File: config.mk
export PLATFORM = sky130hd
export DESIGN_NAME = mac_operand_feeder
export DESIGN_NICKNAME = d
export VERILOG_FILES = /design/src/rtl/mac_pkg.sv /design/src/rtl/axis_skid_buffer.sv /design/src/rtl/mac_operand_feeder.sv
export SDC_FILE = /design/constraint.sdc
export NUM_CORES = 1
export LEC_CHECK = 0
export CORE_ASPECT_RATIO = 1.4
export CORE_UTILIZATION = 40
export CTS_CLUSTER_SIZE = 14
export DETAILED_ROUTE_END_ITERATION = 8
export HOLD_SLACK_MARGIN = 0.1
export MAX_ROUTING_LAYER = met4
export PLACE_DENSITY = 0.73
export SETUP_SLACK_MARGIN = 0.4
export SYNTH_ARGS = -nofsm -noshare
export SYNTH_HDL_FRONTEND = slang
export SYNTH_HIERARCHICAL = 1
export SYNTH_SLANG_ARGS = --single-unit
File: constraint.sdc
create_clock -name ACLK -period 8 [get_ports ACLK]
set_input_delay 1.6 -clock ACLK [delete_from_list [all_inputs] [get_ports ACLK]]
set_output_delay 1.6 -clock ACLK [all_outputs]
set_load 0.005 [all_outputs]
File: src/rtl/mac_pkg.sv
// Shared types for the staged_mac front end: default widths, the
// {weight, activation} beat layout and the operand-feeder FSM states.
package mac_pkg;

    localparam int DATA_WIDTH_DEF = 32;
    localparam int LEN_BITS_DEF   = 16;
    localparam int ID_BITS_DEF    = 8;

    typedef struct packed {
        logic [DATA_WIDTH_DEF-1:0] weight;
        logic [DATA_WIDTH_DEF-1:0] activation;
    } mac_beat_t;

    typedef enum logic [1:0] {
        ST_IDLE = 2'd0,
        ST_BIAS = 2'd1,
        ST_PAIR = 2'd2
    } feeder_state_t;

endpackage

File: src/rtl/axis_skid_buffer.sv
// Two-entry registered skid buffer for an AXI-Stream payload.
// Upstream ready depends only on the occupancy register, never on downstream ready.
module axis_skid_buffer #(
    parameter int WIDTH = 8
) (
    input  logic             clk,
    input  logic             srst,
    input  logic [WIDTH-1:0] i_data,
    input  logic             i_valid,
    output logic             o_ready,
    output logic [WIDTH-1:0] o_data,
    output logic             o_valid,
    input  logic             i_ready
);

    logic [1:0]       r_count;
    logic [WIDTH-1:0] r_head;
    logic [WIDTH-1:0] r_tail;
    logic             w_push;
    logic             w_pop;

    assign o_ready = (r_count != 2'd2);
    assign o_valid = (r_count != 2'd0);
    assign o_data  = r_head;
    assign w_push  = i_valid & o_ready;
    assign w_pop   = o_valid & i_ready;

    always_ff @(posedge clk) begin
        if (srst) begin
            r_count <= 2'd0;
            r_head  <= '0;
            r_tail  <= '0;
        end else begin
            case ({w_push, w_pop})
                2'b10: begin
                    if (r_count == 2'd0) begin
                        r_head <= i_data;
                    end else begin
                        r_tail <= i_data;
                    end
                    r_count <= r_count + 2'd1;
                end
                2'b01: begin
                    // Promote the spare entry only if it actually holds a beat
                    if (r_count == 2'd2) begin
                        r_head <= r_tail;
                    end
                    r_count <= r_count - 2'd1;
                end
                2'b11: begin
                    // Only reachable with exactly one beat held: head drains, new beat replaces it
                    r_head <= i_data;
                end
                default: begin
                end
            endcase
        end
    end

endmodule

File: src/rtl/mac_operand_feeder.sv
// Joins weight and activation streams into framed {weight, activation} jobs
// for staged_mac, with an optional bias beat as the accumulator-init beat.
module mac_operand_feeder
    import mac_pkg::*;
#(
    parameter int DATA_WIDTH = DATA_WIDTH_DEF,
    parameter int LEN_BITS   = LEN_BITS_DEF,
    parameter int ID_BITS    = ID_BITS_DEF
) (
    input  logic                    ACLK,
    input  logic                    ARESET,
    input  logic                    CFG_VALID,
    output logic                    CFG_READY,
    input  logic [LEN_BITS-1:0]     CFG_LEN,
    input  logic [DATA_WIDTH-1:0]   CFG_BIAS,
    input  logic                    CFG_BIAS_EN,
    input  logic [ID_BITS-1:0]      CFG_ID,
    input  logic [DATA_WIDTH-1:0]   SW_AXIS_TDATA,
    input  logic                    SW_AXIS_TVALID,
    output logic                    SW_AXIS_TREADY,
    input  logic [DATA_WIDTH-1:0]   SA_AXIS_TDATA,
    input  logic                    SA_AXIS_TVALID,
    output logic                    SA_AXIS_TREADY,
    output logic [2*DATA_WIDTH-1:0] MO_AXIS_TDATA,
    output logic                    MO_AXIS_TVALID,
    input  logic                    MO_AXIS_TREADY,
    output logic                    MO_AXIS_TLAST,
    output logic                    MO_AXIS_TUSER,
    output logic [ID_BITS-1:0]      MO_AXIS_TID,
    output logic                    BUSY
);

    localparam int PW = 2*DATA_WIDTH + 2 + ID_BITS;

    feeder_state_t           r_state, w_state_next;
    logic [LEN_BITS-1:0]     r_remaining, w_remaining_next;
    logic                    r_first, w_first_next;
    logic [DATA_WIDTH-1:0]   r_bias;
    logic                    r_bias_en;
    logic [ID_BITS-1:0]      r_id;

    logic                    w_cfg_fire;
    logic                    w_join;
    logic                    w_skid_ready;
    logic                    w_push;
    logic [2*DATA_WIDTH-1:0] w_push_data;
    logic                    w_push_last;
    logic                    w_push_user;
    logic [DATA_WIDTH-1:0]   w_bias_word;
    logic [PW-1:0]           w_skid_out;

    // Gated by reset so nothing is consumed while ARESET is high
    assign CFG_READY      = (r_state == ST_IDLE) & ~ARESET;
    assign w_cfg_fire     = CFG_VALID & CFG_READY;
    assign w_join         = (r_state == ST_PAIR) & SW_AXIS_TVALID & SA_AXIS_TVALID
                          & w_skid_ready & ~ARESET;
    assign SW_AXIS_TREADY = w_join;
    assign SA_AXIS_TREADY = w_join;
    assign BUSY           = (r_state != ST_IDLE);
    assign w_bias_word    = r_bias_en ? r_bias : {DATA_WIDTH{1'b0}};

    always_comb begin
        w_state_next     = r_state;
        w_remaining_next = r_remaining;
        w_first_next     = r_first;
        w_push           = 1'b0;
        w_push_data      = '0;
        w_push_last      = 1'b0;
        w_push_user      = 1'b0;
        case (r_state)
            ST_IDLE: begin
                if (w_cfg_fire) begin
                    w_remaining_next = CFG_LEN;
                    w_first_next     = 1'b1;
                    // Zero-length jobs still emit one init beat so the MAC produces a result
                    w_state_next     = (CFG_BIAS_EN || (CFG_LEN == '0)) ? ST_BIAS : ST_PAIR;
                end
            end
            ST_BIAS: begin
                if (w_skid_ready) begin
                    w_push       = 1'b1;
                    w_push_data  = {{DATA_WIDTH{1'b0}}, w_bias_word};
                    w_push_user  = 1'b1;
                    w_push_last  = (r_remaining == '0);
                    w_first_next = 1'b0;
                    w_state_next = (r_remaining != '0) ? ST_PAIR : ST_IDLE;
                end
            end
            ST_PAIR: begin
                if (w_join) begin
                    w_push           = 1'b1;
                    w_push_data      = {SW_AXIS_TDATA, SA_AXIS_TDATA};
                    w_push_user      = r_first;
                    w_push_last      = (r_remaining == LEN_BITS'(1));
                    w_remaining_next = r_remaining - LEN_BITS'(1);
                    w_first_next     = 1'b0;
                    if (r_remaining == LEN_BITS'(1)) begin
                        w_state_next = ST_IDLE;
                    end
                end
            end
            default: begin
                w_state_next = ST_IDLE;
            end
        endcase
    end

    always_ff @(posedge ACLK) begin
        if (ARESET) begin
            r_state     <= ST_IDLE;
            r_remaining <= '0;
            r_first     <= 1'b0;
            r_bias      <= '0;
            r_bias_en   <= 1'b0;
            r_id        <= '0;
        end else begin
            r_state     <= w_state_next;
            r_remaining <= w_remaining_next;
            r_first     <= w_first_next;
            if (w_cfg_fire) begin
                r_bias    <= CFG_BIAS;
                r_bias_en <= CFG_BIAS_EN;
                r_id      <= CFG_ID;
            end
        end
    end

    axis_skid_buffer #(
        .WIDTH (PW)
    ) u_skid (
        .clk     (ACLK),
        .srst    (ARESET),
        .i_data  ({w_push_data, w_push_last, w_push_user, r_id}),
        .i_valid (w_push),
        .o_ready (w_skid_ready),
        .o_data  (w_skid_out),
        .o_valid (MO_AXIS_TVALID),
        .i_ready (MO_AXIS_TREADY)
    );

    assign MO_AXIS_TDATA = w_skid_out[PW-1 -: 2*DATA_WIDTH];
    assign MO_AXIS_TLAST = w_skid_out[ID_BITS+1];
    assign MO_AXIS_TUSER = w_skid_out[ID_BITS];
    assign MO_AXIS_TID   = w_skid_out[ID_BITS-1:0];

endmodule

==> results of run 1 <==
## cells by family (layout without fill, tap and decap cells)
family / count (synthesis) / in the layout
and+or+nand+nor: 504 / 504
AOI/OAI and AO/OA: 212 / 212
DFF: 210 / 210
muxes: 151 / 151
buffers and inverters: 111 / 268
adders and majority gates: 7 / 7
xor gates and xnor gates: 2 / 2
other: 0 / 2
## cell usage after synthesis (3+ instances only)
master	n	area share, %
dfxtp_1	210	41
nand2_1	207	7.6
a21oi_1	96	4.7
nor2_1	89	3.3
nor2b_1	80	4.9
mux2i_1	76	7.5
mux2_1	64	7.1
clkbuf_1	58	2.1
nand2b_1	45	2.8
o21ai_0	41	2.0
and2_1	37	2.3
a22o_1	32	2.8
buf_2	21	1.0
o21ai_1	21	1.0
inv_1	13	0.48
mux2_2	11	1.2
buf_1	8	0.30
ha_1	7	0.86
buf_8	6	0.89
nor3_1	6	0.30
nor4_1	5	0.31
or3_1	5	0.31
and3_1	3	0.18
nand3_1	3	0.15
o21a_1	3	0.22
or2_1	3	0.18
or2_2	3	0.18
or4_1	3	0.22
## sequential cells by signal, indices dropped and copies added (netlist names)
| name | count |
|---|---|
| u_skid/o_data | 74 |
| u_skid/r_tail | 74 |
| r_bias | 32 |
| r_remaining | 16 |
| r_id | 8 |
| r_state | 2 |
| u_skid/r_count | 2 |
| r_bias_en | 1 |
| r_first | 1 |
## layout make-up
cell class / count / area share [%]
Sequential cell: 210 / 32.4
Multi-Input combinational cell: 876 / 42.1
Tap cell: 315 / 3.04
Clock inverter: 4 / 0.183
Clock buffer: 36 / 5.43
Timing Repair Buffer: 214 / 16.4
Antenna cell: 2 / 0.0386
Inverter: 14 / 0.405
## final timing paths
| check | start | to |
|---|---|---|
| max | ARESET | u_skid/o_data[61]$_SDFFE_PP0P_ |
| min | u_skid/r_tail[21]$_SDFFE_PP0P_ | u_skid/r_tail[21]$_SDFFE_PP0P_ |
| max reg2reg | r_state[0]$_SDFFE_PP0P_ | u_skid/o_data[48]$_SDFFE_PP0P_ |
| min reg2reg | u_skid/r_tail[21]$_SDFFE_PP0P_ | u_skid/r_tail[21]$_SDFFE_PP0P_ |
## where the power goes
| group | switching (W) | total, W | internal, W |
|---|---|---|---|
| logic | 0.000423 | 0.000726 | 0.000302 |
| clock network | 0.000408 | 0.00101 | 0.000601 |
| registers | 0.0000619 | 0.00118 | 0.00112 |
| total | 0.000893 | 0.00292 | 0.00203 |
## metal layers
layer | vias up | part of all wire [%]
met5 | - | 0
met4 | 0 | 2.4
met3 | 43 | 5.1
met2 | 213 | 49
met1 | 3940 | 43
li1 | 4308 | -
## worst reg2reg max path: cells and delay by family, from the launching register on
kind,cells,cell delay [ns]
flip-flops,1,0.32
AND/OR/NAND/NOR,4,1.02
adder cells (fa/ha/maj),2,1.10
multiplexers,1,0.44
AO/OA/AOI/OAI,1,0.21
buffers and inverters,3,1.28
## stage by stage
| step | area (um^2) | utilization, % | setup slack [ns] | hold WS [ns] | instances |
|---|---|---|---|---|---|
| after floorplan | 10200 | - | 3.95 | 0.436 | 1197 |
| after global placement | 12200 | 49.3 | 2.36 | 0.441 | 1629 |
| after detailed placement | 12200 | 49.3 | 2.27 | 0.446 | 1629 |
| after CTS | 13000 | 52.2 | 2.77 | 0.455 | 1669 |
| after global routing | 13000 | 52.2 | 2.56 | 0.470 | 1671 |
| final | 13000 | 52.2 | 2.78 | 0.454 | 1671 |
==> results.yml, run 1 <==
clock_tree:
  cts_tree: "yes"
  cts_sinks: 210
  clk_pin_slew_ns: 0.06
  clockBufferDepth: 3
  numCtsBuffers: 22
  htreeDepth: 1
  postCtsSetupRepairBufs: 0
  cts_root_buffer: "clkbuf_16"
  ctsHoldBuffers: 0
  clk_latency_ns: 0.49
  cts_resized: 0
route:
  drc: 0
  dr.pass1.iters: 5
  vias: 8504
  wl_per_cell_um: 15.7
  postRouteAntennaNets: 0
  drt_iter0_markers: 382
  wirelength_um: 26300
  drt-vias-per-instance: 5.09
cells_and_area:
  layout_commonest_cell: "dfxtp_1"
  multi_input_area_um2: 5470
  syn2layout_area_growth_pct: 27.6
  final_cell_mix: "210 x dfxtp_1, 207 x nand2_1, 204 x clkdlybuf4s50_1"
  nFillCells: 2333
  nets: 1472
  seq_area_um2: 4200
  drive_gt1_share_pct: 5.17
grt:
  grt_max_degree: 112
  grt_pass1_vias: 8089
  grt-busiest-layer: "met2"
  met2_usage_pct: 34.6
  antenna_found_initial: 2
  grtUsageMet3_pct: 3.06
  grt_overflow: 0
  grt_pass1_wl_um: 41400
  track_usage_pct: 20.5
  grtUsageMet1_pct: 24.9
synthesis:
  synth_xor_area_share_pct: 0.172
  postSynth.asyncResetShare_pct: 0
  synth-seq-cells: 210
  syn_nets: 1331
  synth_top_family_by_area: "simple AND/OR/NAND/NOR gates"
  ys.flop_type: "dfxtp_1"
  seq_area_frac_synth_pct: 41.3
  synth-edff-count: 0
  syn_avg_cell_area_um2: 8.50
  synth.area.mux_share_pct: 15.8
  netlist_instances: 1197
  synth_compound_area_share_pct: 12.4
  synthSimpleGateAreaFrac_pct: 24.2
  synthAdderAreaFrac_pct: 0.861
  synth_cell_types: 61
  synth.cell_area_um2: 10200
  yosys_warnings: 6
min_path:
  hold_path.class: "register to register"
  whs_path_depth: 2
sta:
  finalCriticalPeriod_ns: 5.22
  hold_viol_final: 0
  finalSetupTns_ns: 0
  max_freq_ghz: 0.191
  fin_skew_ns: 0.00465
  tightest_slew_ns: 1.23
  rsz0062_at_grt: "no"
  finalCritPeriodShare_pct: 65.3
  max-slew-margin-rel_pct: 18.1
  finalMaxSlewViolations: 0
  setup_viol: 0
setup_path:
  critPathSlowestCell: "ha_4"
  cpPeakStageDelay_ns: 0.79
  start_kind: "input port"
  rrSetupSlack_ns: 3.51
  crit_family: "buffers and inverters"
  cp_data_arrival_time_ns: 5.60
  crit_buf_inv: 4
  cp.required_ns: 8.38
  critPathMostFrequentCell: "buf_4"
  critical_path_depth: 12
  path_class: "input port to register"
  crit_fanout: 111
  r2r_cells: 11
  cp-end-kind: "register"
  cp_cell_sequence: "clkbuf_8 -> and4b_1 -> and3_2 -> buf_4 -> or2_1 -> and2_1 -> inv_1 -> ha_4 -> buf_4 -> mux2i_1 -> nor2_1 -> mux2_1"
place:
  dp_hpwl_um: 17900
  gp_congestion: 0.905
  port-buffer-count: 205
floorplanning:
  row_count: 68
  io_pins: 206
  fp.dieArea_um2: 26100
  start_util_pct: 40.9
  die_w_um: 137
  core_um2: 24800
  die_h_um: 191
power_and_ir_drop:
  p_leak_nw: 4.73
  power.total_w: 0.00292
  max-vdd-ir-drop_uv: 126
  powerDensity_nw_per_um2: 225
flow_run:
  maxCapViolCount: 0
outcome:
  status: "completed"
No activity file was read; power rests on OpenSTA's default activity.
==> run 2: changes to the inputs <==
--- a/config.mk
+++ b/config.mk
@@ -11,7 +11,7 @@
 export DETAILED_ROUTE_END_ITERATION = 8
 export HOLD_SLACK_MARGIN = 0.1
 export MAX_ROUTING_LAYER = met4
-export PLACE_DENSITY = 0.73
+export PLACE_DENSITY = 0.75
 export SETUP_SLACK_MARGIN = 0.4
 export SYNTH_ARGS = -nofsm -noshare
 export SYNTH_HDL_FRONTEND = slang
==> constraint.sdc (replaced) <==
create_clock -name ACLK -period 4.6 [get_ports ACLK]
set_input_delay 0.92 -clock ACLK [delete_from_list [all_inputs] [get_ports ACLK]]
set_output_delay 0.92 -clock ACLK [all_outputs]
set_load 0.005 [all_outputs]
==> run 2 against run 1 <==
Compared with the run above:
- global-route usage fell by 0.27 points
- final cell count is 0.12% higher
- flip-flop and latch count is the same
- setup slack got worse by 1.8 ns
- hold slack worse by 0.0015 ns
- cell area up 0.21%
- sequential share of layout area shrank 0.069 points
- clock skew grew 0.0019 ns
- clock power is 72% higher
- non-clock buffer count grew 4
- register-to-register slack worse by 2.4 ns
- critical path type unchanged
- largest cell class unchanged
- highest routed layer unchanged
==> results.yml, run 2 (same netlist as run 1, synthesis figures left out) <==
clock_tree:
  cts_resized: 0
  clockBufferDepth: 3
  htreeDepth: 1
  postCtsSetupRepairBufs: 0
  numCtsBuffers: 22
  cts_sinks: 210
  clk_pin_slew_ns: 0.06
  cts_tree: "yes"
  clk_latency_ns: 0.50
  cts_root_buffer: "clkbuf_16"
  ctsHoldBuffers: 0
sta:
  whs_ns: 0.452
  finalSetupTns_ns: 0
  fin_skew_ns: 0.00658
  max_freq_ghz: 0.277
  rsz0062_at_grt: "no"
  finalMaxSlewViolations: 0
  fin_ws_ns: 0.996
  hold_viol_final: 0
  max-slew-margin-rel_pct: 22.7
  tightest_slew_ns: 1.16
  setup_viol: 0
  finalCriticalPeriod_ns: 3.60
  finalCritPeriodShare_pct: 78.4
route:
  drt-vias-per-instance: 5.11
  drc: 0
  dr.pass1.iters: 5
  vias: 8547
  wirelength_um: 25800
  postRouteAntennaNets: 0
  drt_iter0_markers: 420
  wl_per_cell_um: 15.4
setup_path:
  cp.required_ns: 5.02
  crit_fanout: 50
  critPathSlowestCell: "o21a_2"
  critPathLaunch: "SW_AXIS_TVALID"
  crit_buf_inv: 2
  cp_data_arrival_time_ns: 4.02
  reg2reg_from: "u_skid/r_count[0]$_SDFFE_PP0P_"
  cpPeakStageDelay_ns: 0.89
  path_class: "input port to register"
  rrSetupSlack_ns: 1.06
  crit_family: "compound AO/OA/AOI/OAI gates"
  cp_cell_sequence: "clkdlybuf4s50_1 -> and4b_1 -> and3_2 -> or2_1 -> and2_1 -> ha_1 -> o21a_2 -> buf_4 -> nand2_1 -> a21oi_1"
  start_kind: "input port"
  cp-end-kind: "register"
place:
  gp_congestion: 0.886
  pre_cts_slack_ns: 0.515
  placedInstanceArea_um2: 12300
  port-buffer-count: 205
  dp_hpwl_um: 17500
cells_and_area:
  final_cell_mix: "210 x dfxtp_1, 207 x nand2_1, 204 x clkdlybuf4s50_1"
  drive_gt1_share_pct: 5.31
  multi_input_area_um2: 5470
  nets: 1476
  final_area_um2: 13000
  seq_area_um2: 4200
  nFillCells: 2305
  layout_commonest_cell: "dfxtp_1"
  syn2layout_area_growth_pct: 27.9
floorplanning:
  die_h_um: 191
  io_pins: 206
  fp.dieArea_um2: 26100
  die_w_um: 137
  row_count: 68
  core_um2: 24800
  start_util_pct: 40.9
grt:
  grt_overflow: 0
  track_usage_pct: 20.3
  grt_max_degree: 109
  antenna_found_initial: 1
  grt_pass1_wl_um: 41000
  grt_pass1_vias: 7966
power_and_ir_drop:
  p_leak_nw: 4.75
  powerDensity_nw_per_um2: 390
  max-vdd-ir-drop_uv: 303
flow_run:
  maxCapViolCount: 0
min_path:
  min-delay-start: "u_skid/r_tail[59]$_SDFFE_PP0P_"
  hold_path.class: "register to register"
outcome:
  status: "completed"
## run 2: cell count changes in the layout (fill, tap and decap cells not counted), sizes merged
cell,change
buf,+4
bufinv,+1
clkbuf,-4
clkinv,+3
diode,-1
inv,-1
## run 2: through the flow
stage                     util (%)  total power, W  instances
after floorplan                  -         0.00301       1197
after global routing          52.3         0.00532       1673
after CTS                     52.3         0.00510       1672
final                         52.3         0.00507       1673
after detailed placement      49.5         0.00335       1633
after global placement        49.5         0.00332       1633
## run 2: layout make-up
cell class	instances	share of cell area, %
flip-flops and latches	210	32.3
multi-input cells	876	42.1
well taps	315	3.03
diodes	1	0.0192
clock inverters	7	0.491
repair buffers	218	16.8
inverters	14	0.404
clock buffers	32	4.92
## run 2: routing by layer
metal  global-route usage (%)  share of wire (%)
met5                        -                  0
met4                     5.73                1.9
met3                     2.60                4.6
met2                     34.4                 50
met1                     24.9                 44
## run 2: worst paths after layout
check / endpoint / cells after the start
max: u_skid/r_tail[0]$_SDFFE_PP0P_ / 10
min: u_skid/r_tail[59]$_SDFFE_PP0P_ / 2
max reg2reg: u_skid/r_tail[0]$_SDFFE_PP0P_ / 10
min reg2reg: u_skid/r_tail[59]$_SDFFE_PP0P_ / 2
## run 2: worst register-to-register path, cell delays in order (launching register included)
cell and delay, ns:
dfxtp_1 0.51, nand2b_1 0.27, and4b_1 0.29, and3_2 0.20, or2_1 0.16, and2_1 0.17
ha_1 0.26, o21a_2 0.89, buf_4 0.46, nand2_1 0.10, a21oi_1 0.13
## run 2: where the power goes
group	internal [W]	switching, W	leakage, nW	total (W)
Clock	0.00102	0.000719	0.350	0.00174
Combinational	0.000530	0.000741	2.70	0.00127
Sequential	0.00195	0.000106	1.70	0.00206
Total	0.00350	0.00157	4.75	0.00507
